File: config.mk
export PLATFORM = sky130hd
export DESIGN_NAME = ram_cmd_arbiter
export DESIGN_NICKNAME = d
export VERILOG_FILES = /design/src/rtl/ram_arb_pkg.sv /design/src/rtl/ram_arb_rr_picker.sv /design/src/rtl/ram_cmd_arbiter.sv
export SDC_FILE = /design/constraint.sdc
export NUM_CORES = 1
export LEC_CHECK = 0
export ABC_AREA = 1
export BUFFER_PORTS_ARGS = -buffer_cell sky130_fd_sc_hd__buf_2
export CAP_MARGIN = 20
export CORE_AREA = 4 4 68 70
export CTS_CLUSTER_DIAMETER = 200
export DETAILED_ROUTE_END_ITERATION = 16
export DIE_AREA = 0 0 72 74
export PLACE_DENSITY = 0.75
export SYNTH_ARGS = -nofsm -noshare
export SYNTH_HDL_FRONTEND = slang
export SYNTH_SLANG_ARGS = --single-unit
File: constraint.sdc
create_clock -name clk -period 1.1 [get_ports clk]
set_input_delay 0.165 -clock clk [delete_from_list [all_inputs] [get_ports clk]]
set_output_delay 0.165 -clock clk [all_outputs]
set_load 0.01 [all_outputs]
File: src/rtl/ram_arb_pkg.sv
//==============================================================================
// Module   : ram_arb_pkg
// Brief    : Shared types and opcodes for the RAM command arbiter.
// Revision : 1.0
//==============================================================================
`timescale 1ns/1ps
`default_nettype none

package ram_arb_pkg;

    localparam int CMD_W = 10;

    localparam logic [1:0] OP_WR_ADDR = 2'b00;
    localparam logic [1:0] OP_WR_DATA = 2'b01;
    localparam logic [1:0] OP_RD_ADDR = 2'b10;
    localparam logic [1:0] OP_RD_DATA = 2'b11;

    typedef enum logic [2:0] {
        ST_IDLE  = 3'd0,
        ST_ADDR  = 3'd1,
        ST_WDATA = 3'd2,
        ST_RCMD  = 3'd3,
        ST_RWAIT = 3'd4
    } state_t;

    function automatic int rr_wrap(input int base, input int offset, input int modulo);
        return (base + offset) % modulo;
    endfunction

endpackage

`default_nettype wire

File: src/rtl/ram_arb_rr_picker.sv
//==============================================================================
// Module   : ram_arb_rr_picker
// Brief    : Combinational round-robin select: first request at or after rr_ptr.
// Revision : 1.0
//==============================================================================
`timescale 1ns/1ps
`default_nettype none

module ram_arb_rr_picker
    import ram_arb_pkg::*;
#(
    parameter int NUM_REQ = 2,
    parameter int PTR_W   = 1
) (
    input  logic [NUM_REQ-1:0] req,
    input  logic [PTR_W-1:0]   rr_ptr,
    output logic [NUM_REQ-1:0] grant,
    output logic [PTR_W-1:0]   grant_idx,
    output logic               grant_any
);

    // Scan from the farthest offset down so the nearest requester wins last.
    always_comb begin
        grant     = '0;
        grant_idx = '0;
        grant_any = 1'b0;
        for (int off = NUM_REQ - 1; off >= 0; off--) begin
            if (req[rr_wrap(int'(rr_ptr), off, NUM_REQ)]) begin
                grant = '0;
                grant[rr_wrap(int'(rr_ptr), off, NUM_REQ)] = 1'b1;
                grant_idx = PTR_W'(rr_wrap(int'(rr_ptr), off, NUM_REQ));
                grant_any = 1'b1;
            end
        end
    end

endmodule

`default_nettype wire

File: src/rtl/ram_cmd_arbiter.sv
//==============================================================================
// Module   : ram_cmd_arbiter
// Brief    : Round-robin sharing of the RAM 10-bit command port among requesters.
//            Optional RAM_ARB_ADDR_SKIP_EN skips redundant address commands.
// Revision : 1.0
//==============================================================================
`timescale 1ns/1ps
`default_nettype none

module ram_cmd_arbiter
    import ram_arb_pkg::*;
#(
    parameter int NUM_REQ = 2,
    parameter int ADDR_W  = 8,
    parameter int DATA_W  = 8
) (
    input  logic                      clk,
    input  logic                      rst_n,
    input  logic [NUM_REQ-1:0]        req_valid,
    output logic [NUM_REQ-1:0]        req_ready,
    input  logic [NUM_REQ-1:0]        req_we,
    input  logic [NUM_REQ*ADDR_W-1:0] req_addr,
    input  logic [NUM_REQ*DATA_W-1:0] req_wdata,
    output logic [NUM_REQ-1:0]        rsp_valid,
    output logic [DATA_W-1:0]         rsp_rdata,
    output logic [CMD_W-1:0]          ram_din,
    output logic                      ram_rx_valid,
    input  logic [DATA_W-1:0]         ram_dout,
    input  logic                      ram_tx_valid
);

    localparam int PTR_W = (NUM_REQ > 1) ? $clog2(NUM_REQ) : 1;

    state_t              state;
    state_t              state_nxt;
    logic [PTR_W-1:0]    rr_ptr;
    logic [NUM_REQ-1:0]  grant;
    logic [PTR_W-1:0]    grant_idx;
    logic                grant_any;
    logic                handshake;
    logic                skip_addr;

    logic                sel_we;
    logic [ADDR_W-1:0]   sel_addr;
    logic [DATA_W-1:0]   sel_wdata;
    logic                cur_we;
    logic [ADDR_W-1:0]   cur_addr;
    logic [DATA_W-1:0]   cur_wdata;
    logic [PTR_W-1:0]    cur_idx;
    logic                op_we;
    logic [ADDR_W-1:0]   op_addr;
    logic [DATA_W-1:0]   op_wdata;

    logic [CMD_W-1:0]    din_nxt;
    logic                rx_valid_nxt;
    logic                read_done;
    logic [NUM_REQ-1:0]  rsp_valid_nxt;
    logic [DATA_W-1:0]   rsp_rdata_nxt;

    ram_arb_rr_picker #(
        .NUM_REQ (NUM_REQ),
        .PTR_W   (PTR_W)
    ) u_picker (
        .req       (req_valid),
        .rr_ptr    (rr_ptr),
        .grant     (grant),
        .grant_idx (grant_idx),
        .grant_any (grant_any)
    );

    assign req_ready = (state == ST_IDLE) ? grant : '0;
    assign handshake = (state == ST_IDLE) && grant_any;

    assign sel_we    = req_we[grant_idx];
    assign sel_addr  = req_addr[int'(grant_idx)*ADDR_W +: ADDR_W];
    assign sel_wdata = req_wdata[int'(grant_idx)*DATA_W +: DATA_W];

    // In IDLE the command for the next cycle comes straight from the winner's inputs.
    assign op_we    = (state == ST_IDLE) ? sel_we    : cur_we;
    assign op_addr  = (state == ST_IDLE) ? sel_addr  : cur_addr;
    assign op_wdata = (state == ST_IDLE) ? sel_wdata : cur_wdata;

`ifdef RAM_ARB_ADDR_SKIP_EN
    logic [ADDR_W-1:0] wr_mirror;
    logic [ADDR_W-1:0] rd_mirror;
    logic              wr_mirror_vld;
    logic              rd_mirror_vld;

    assign skip_addr = sel_we ? (wr_mirror_vld && (wr_mirror == sel_addr))
                              : (rd_mirror_vld && (rd_mirror == sel_addr));

    always_ff @(posedge clk or negedge rst_n) begin
        if (!rst_n) begin
            wr_mirror     <= '0;
            rd_mirror     <= '0;
            wr_mirror_vld <= 1'b0;
            rd_mirror_vld <= 1'b0;
        end else if (handshake && !skip_addr) begin
            if (sel_we) begin
                wr_mirror     <= sel_addr;
                wr_mirror_vld <= 1'b1;
            end else begin
                rd_mirror     <= sel_addr;
                rd_mirror_vld <= 1'b1;
            end
        end
    end
`else
    assign skip_addr = 1'b0;
`endif

    always_ff @(posedge clk or negedge rst_n) begin
        if (!rst_n) begin
            state <= ST_IDLE;
        end else begin
            state <= state_nxt;
        end
    end

    always_comb begin
        state_nxt = state;
        case (state)
            ST_IDLE: begin
                if (handshake) begin
                    if (skip_addr) begin
                        state_nxt = sel_we ? ST_WDATA : ST_RCMD;
                    end else begin
                        state_nxt = ST_ADDR;
                    end
                end
            end
            ST_ADDR:  state_nxt = cur_we ? ST_WDATA : ST_RCMD;
            ST_WDATA: state_nxt = ST_IDLE;
            ST_RCMD:  state_nxt = ST_RWAIT;
            ST_RWAIT: state_nxt = ram_tx_valid ? ST_IDLE : ST_RWAIT;
            default:  state_nxt = ST_IDLE;
        endcase
    end

    // Outputs are registered, so decode against the state being entered.
    always_comb begin
        din_nxt       = '0;
        rx_valid_nxt  = 1'b0;
        read_done     = (state == ST_RWAIT) && ram_tx_valid;
        rsp_valid_nxt = '0;
        rsp_rdata_nxt = '0;
        case (state_nxt)
            ST_ADDR: begin
                din_nxt      = {(op_we ? OP_WR_ADDR : OP_RD_ADDR), op_addr};
                rx_valid_nxt = 1'b1;
            end
            ST_WDATA: begin
                din_nxt      = {OP_WR_DATA, op_wdata};
                rx_valid_nxt = 1'b1;
            end
            ST_RCMD: begin
                din_nxt      = {OP_RD_DATA, 8'h00};
                rx_valid_nxt = 1'b1;
            end
            default: ;
        endcase
        if ((state == ST_WDATA) || read_done) begin
            rsp_valid_nxt = NUM_REQ'(1) << cur_idx;
        end
        if (read_done) begin
            rsp_rdata_nxt = ram_dout;
        end
    end

    always_ff @(posedge clk or negedge rst_n) begin
        if (!rst_n) begin
            ram_din      <= '0;
            ram_rx_valid <= 1'b0;
            rsp_valid    <= '0;
            rsp_rdata    <= '0;
        end else begin
            ram_din      <= din_nxt;
            ram_rx_valid <= rx_valid_nxt;
            rsp_valid    <= rsp_valid_nxt;
            rsp_rdata    <= rsp_rdata_nxt;
        end
    end

    always_ff @(posedge clk or negedge rst_n) begin
        if (!rst_n) begin
            rr_ptr    <= '0;
            cur_we    <= 1'b0;
            cur_addr  <= '0;
            cur_wdata <= '0;
            cur_idx   <= '0;
        end else if (handshake) begin
            rr_ptr    <= (grant_idx == PTR_W'(NUM_REQ - 1)) ? '0 : grant_idx + 1'b1;
            cur_we    <= sel_we;
            cur_addr  <= sel_addr;
            cur_wdata <= sel_wdata;
            cur_idx   <= grant_idx;
        end
    end

endmodule

`default_nettype wire

==> metrics <==
status complete, but fails checks; failing checks setup timing; Seq/Total Area, Yosys 56.2%; pin count of the biggest net entering global routing 22; commonest non-fill, non-tap cell in the layout buf_2; GP Congestion 0.787; share of cells above drive strength 1 45.5%; Mapped Area 1560 µm²; IO Count 70; Tmin final 1420 ps; CTS Sinks 35; row cnt 23; Leak Pwr 1.36 nW; Power per Cell Area 2400 nW/µm²; crit path capture type output pin; RSZ-0062 raised after global routing true; Critical Path Most Common Cell nor2_4; All-Layer GR Usage 15.1%; clock buffer depth 2; initial antenna violation count 1; EDFF count, synth 0; final hold viol count 0; root buffer cell clkbuf_8; Slew headroom 83.8%; Max-Cap Viols 0; port buffer count 69; vias per cell 4.49; H-tree lvl count 2; drt pass-1 iters 4; CTS tree built; Setup CP Type flip-flop to output pin; worst path cell trace nor2_4, nand2_4, nor2_4, inv_4, nor2_4, buf_6; Detail Placement HPWL 2800 µm; Synth Warn # 0; chip height 74 µm; Netlist cell types 17; area delta synth->final 49.9%; top cell type's share of synthesized area 56.2%; slowest CP cell dfrtp_1; Critical Path Fanout Max 3; crit-path max cell delay 410 ps; Initial Util 39.3%; Tot Pwr 5.60 mW; vias in the first global route 1,382; Yosys top cell by area dfrtp_1; Nets 321; die area 5330 µm²; setup tns final -4080 ps; Inserted Clock Buffers 5; worst hold path type input port to flip-flop; Final Slew Violations 0; Crit path required time 940 ps; Main synth FF type dfrtp_1; Placed Instances 312; final setup margin -323 ps; post-layout util 58.9%; Post-DRT Antenna Nets 0; vias 1,458; global-route wire length before repair 6020 µm; Final Cycle Share 129%; Area contributors post-synth dfrtp_1, nand2_1, inv_1; commonest non-fill, non-tap cells in the layout buf_2, dfrtp_1, nand2_1; global route total overflow 0; Worst-Skew Late Latency 290 ps; worst slew pin tran 240 ps; setup violators final 34; Max rail drop VDD 0.000995 V; Core ar. 3970 µm²; Post-Route WL 3760 µm; DRC 0; DRT iter0 DRCs 45; synthesized flop and latch total 35; Startpoint Class flip-flop; DR WL/cell 11.6 µm; Cells after Synth 184; clock skew 3.48 ps; Mean Syn Cell Area 8.47 µm²; asr flop ratio synth 100%; Die X-Extent 72 µm; Clk pin slew, worst setup/hold paths 70 ps; Inserted Diodes 0; Worst Path Arrival 1260 ps; syn nets 231; Finished Layout Cells 325; Max Clk Rate 703 MHz
[cell usage after synthesis (2+ instances only)]
| cell type | number |
|---|---|
| buf_2 | 5 |
| o211ai_1 | 8 |
| o21ai_0 | 18 |
| inv_1 | 36 |
| nand2_1 | 44 |
| nand3_1 | 6 |
| o21ai_1 | 9 |
| nor2_4 | 2 |
| nor2_1 | 12 |
| dfrtp_1 | 35 |
| nand2_2 | 3 |
[where the power goes]
| group | leakage, nW | internal [mW] | total [mW] | switching, mW |
|---|---|---|---|---|
| registers | 0.453 | 1.75 | 2.00 | 0.249 |
| logic | 0.861 | 1.29 | 2.71 | 1.42 |
| clock network | 0.0477 | 0.432 | 0.886 | 0.453 |
[per-layer routing]
layer | share of wire, % | routed length (µm) | up-vias | GRT usage, %
li1 | - | - | 747 | -
met1 | 41 | 1530 | 652 | 17.0
met2 | 48 | 1810 | 48 | 25.1
met3 | 8.3 | 312 | 9 | 5.68
met4 | 2.4 | 90 | 2 | 8.14
met5 | 0.32 | 12 | - | 0
[registers in the layout, indices dropped and copies added, names as in the netlist]
| register | cells |
|---|---|
| cur_idx | 1 |
| cur_wdata | 8 |
| cur_we | 1 |
| ram_din | 10 |
| ram_rx_valid | 1 |
| rr_ptr | 1 |
| rsp_rdata | 8 |
| rsp_valid | 2 |
| state | 3 |
[worst paths after layout]
kind | start | endpoint | slack (ps) | depth (start not counted)
max | state[1]$_DFF_PN0_ | req_ready[0] | -320 | 6
min | ram_dout[2] | rsp_rdata[2]$_DFF_PN0_ | 80 | 3
max reg2reg | state[1]$_DFF_PN0_ | cur_wdata[4]$_DFFE_PN0P_ | -240 | 8
min reg2reg | cur_idx$_DFFE_PN0P_ | rsp_valid[0]$_DFF_PN0_ | 420 | 1
max in group asynchronous | rst_n | state[2]$_DFF_PN0_ | 450 | 3
min in group asynchronous | rst_n | rr_ptr$_DFFE_PN0P_ | 270 | 2
[worst max-delay path, delay by kind of cell, from the launching register on]
kind | cells | cell delay (ps)
flops | 1 | 410
buf+inv | 2 | 150
simple gates | 4 | 410
[through the flow]
| stage | setup slack [ps] | instance area [µm²] | hold slack (ps) |
|---|---|---|---|
| after floorplan | -55.2 | 1570 | -131 |
| after global placement | -36.2 | 2090 | 19.9 |
| after detailed placement | -86.5 | 2090 | 24.1 |
| after CTS | -313 | 2310 | 68.8 |
| after global routing | -390 | 2340 | 78.3 |
| final | -323 | 2340 | 79.1 |
[kinds of logic after synthesis]
group	Yosys count	share of synthesized area, %
AOI/OAI and AO/OA	36	13.0
buffers and inverters	44	11.7
DFF	35	56.2
and+or+nand+nor	69	19.1
[final cells by class]
class / count / area, µm²
clock buffer: 5 / 68.8
clock inverter: 3 / 15.0
fill: 381 / 1630
inverter: 37 / 141
multi-input combinational: 105 / 589
sequential: 35 / 876
tap: 50 / 62.6
timing repair buffer: 90 / 584
[repair_timing]
action / 4_1_cts / 5_1_grt
gates cloned: 1 / 0
endpoints found under the hold margin: 35 / 0
buffers inserted: 4 / 0
pin swaps: 2 / 0
resized for setup: 24 / 11
hold buffers: 1 / 0
setup endpoints to repair: 23 / 34
Note: power is estimated with default switching activity, not from simulation.
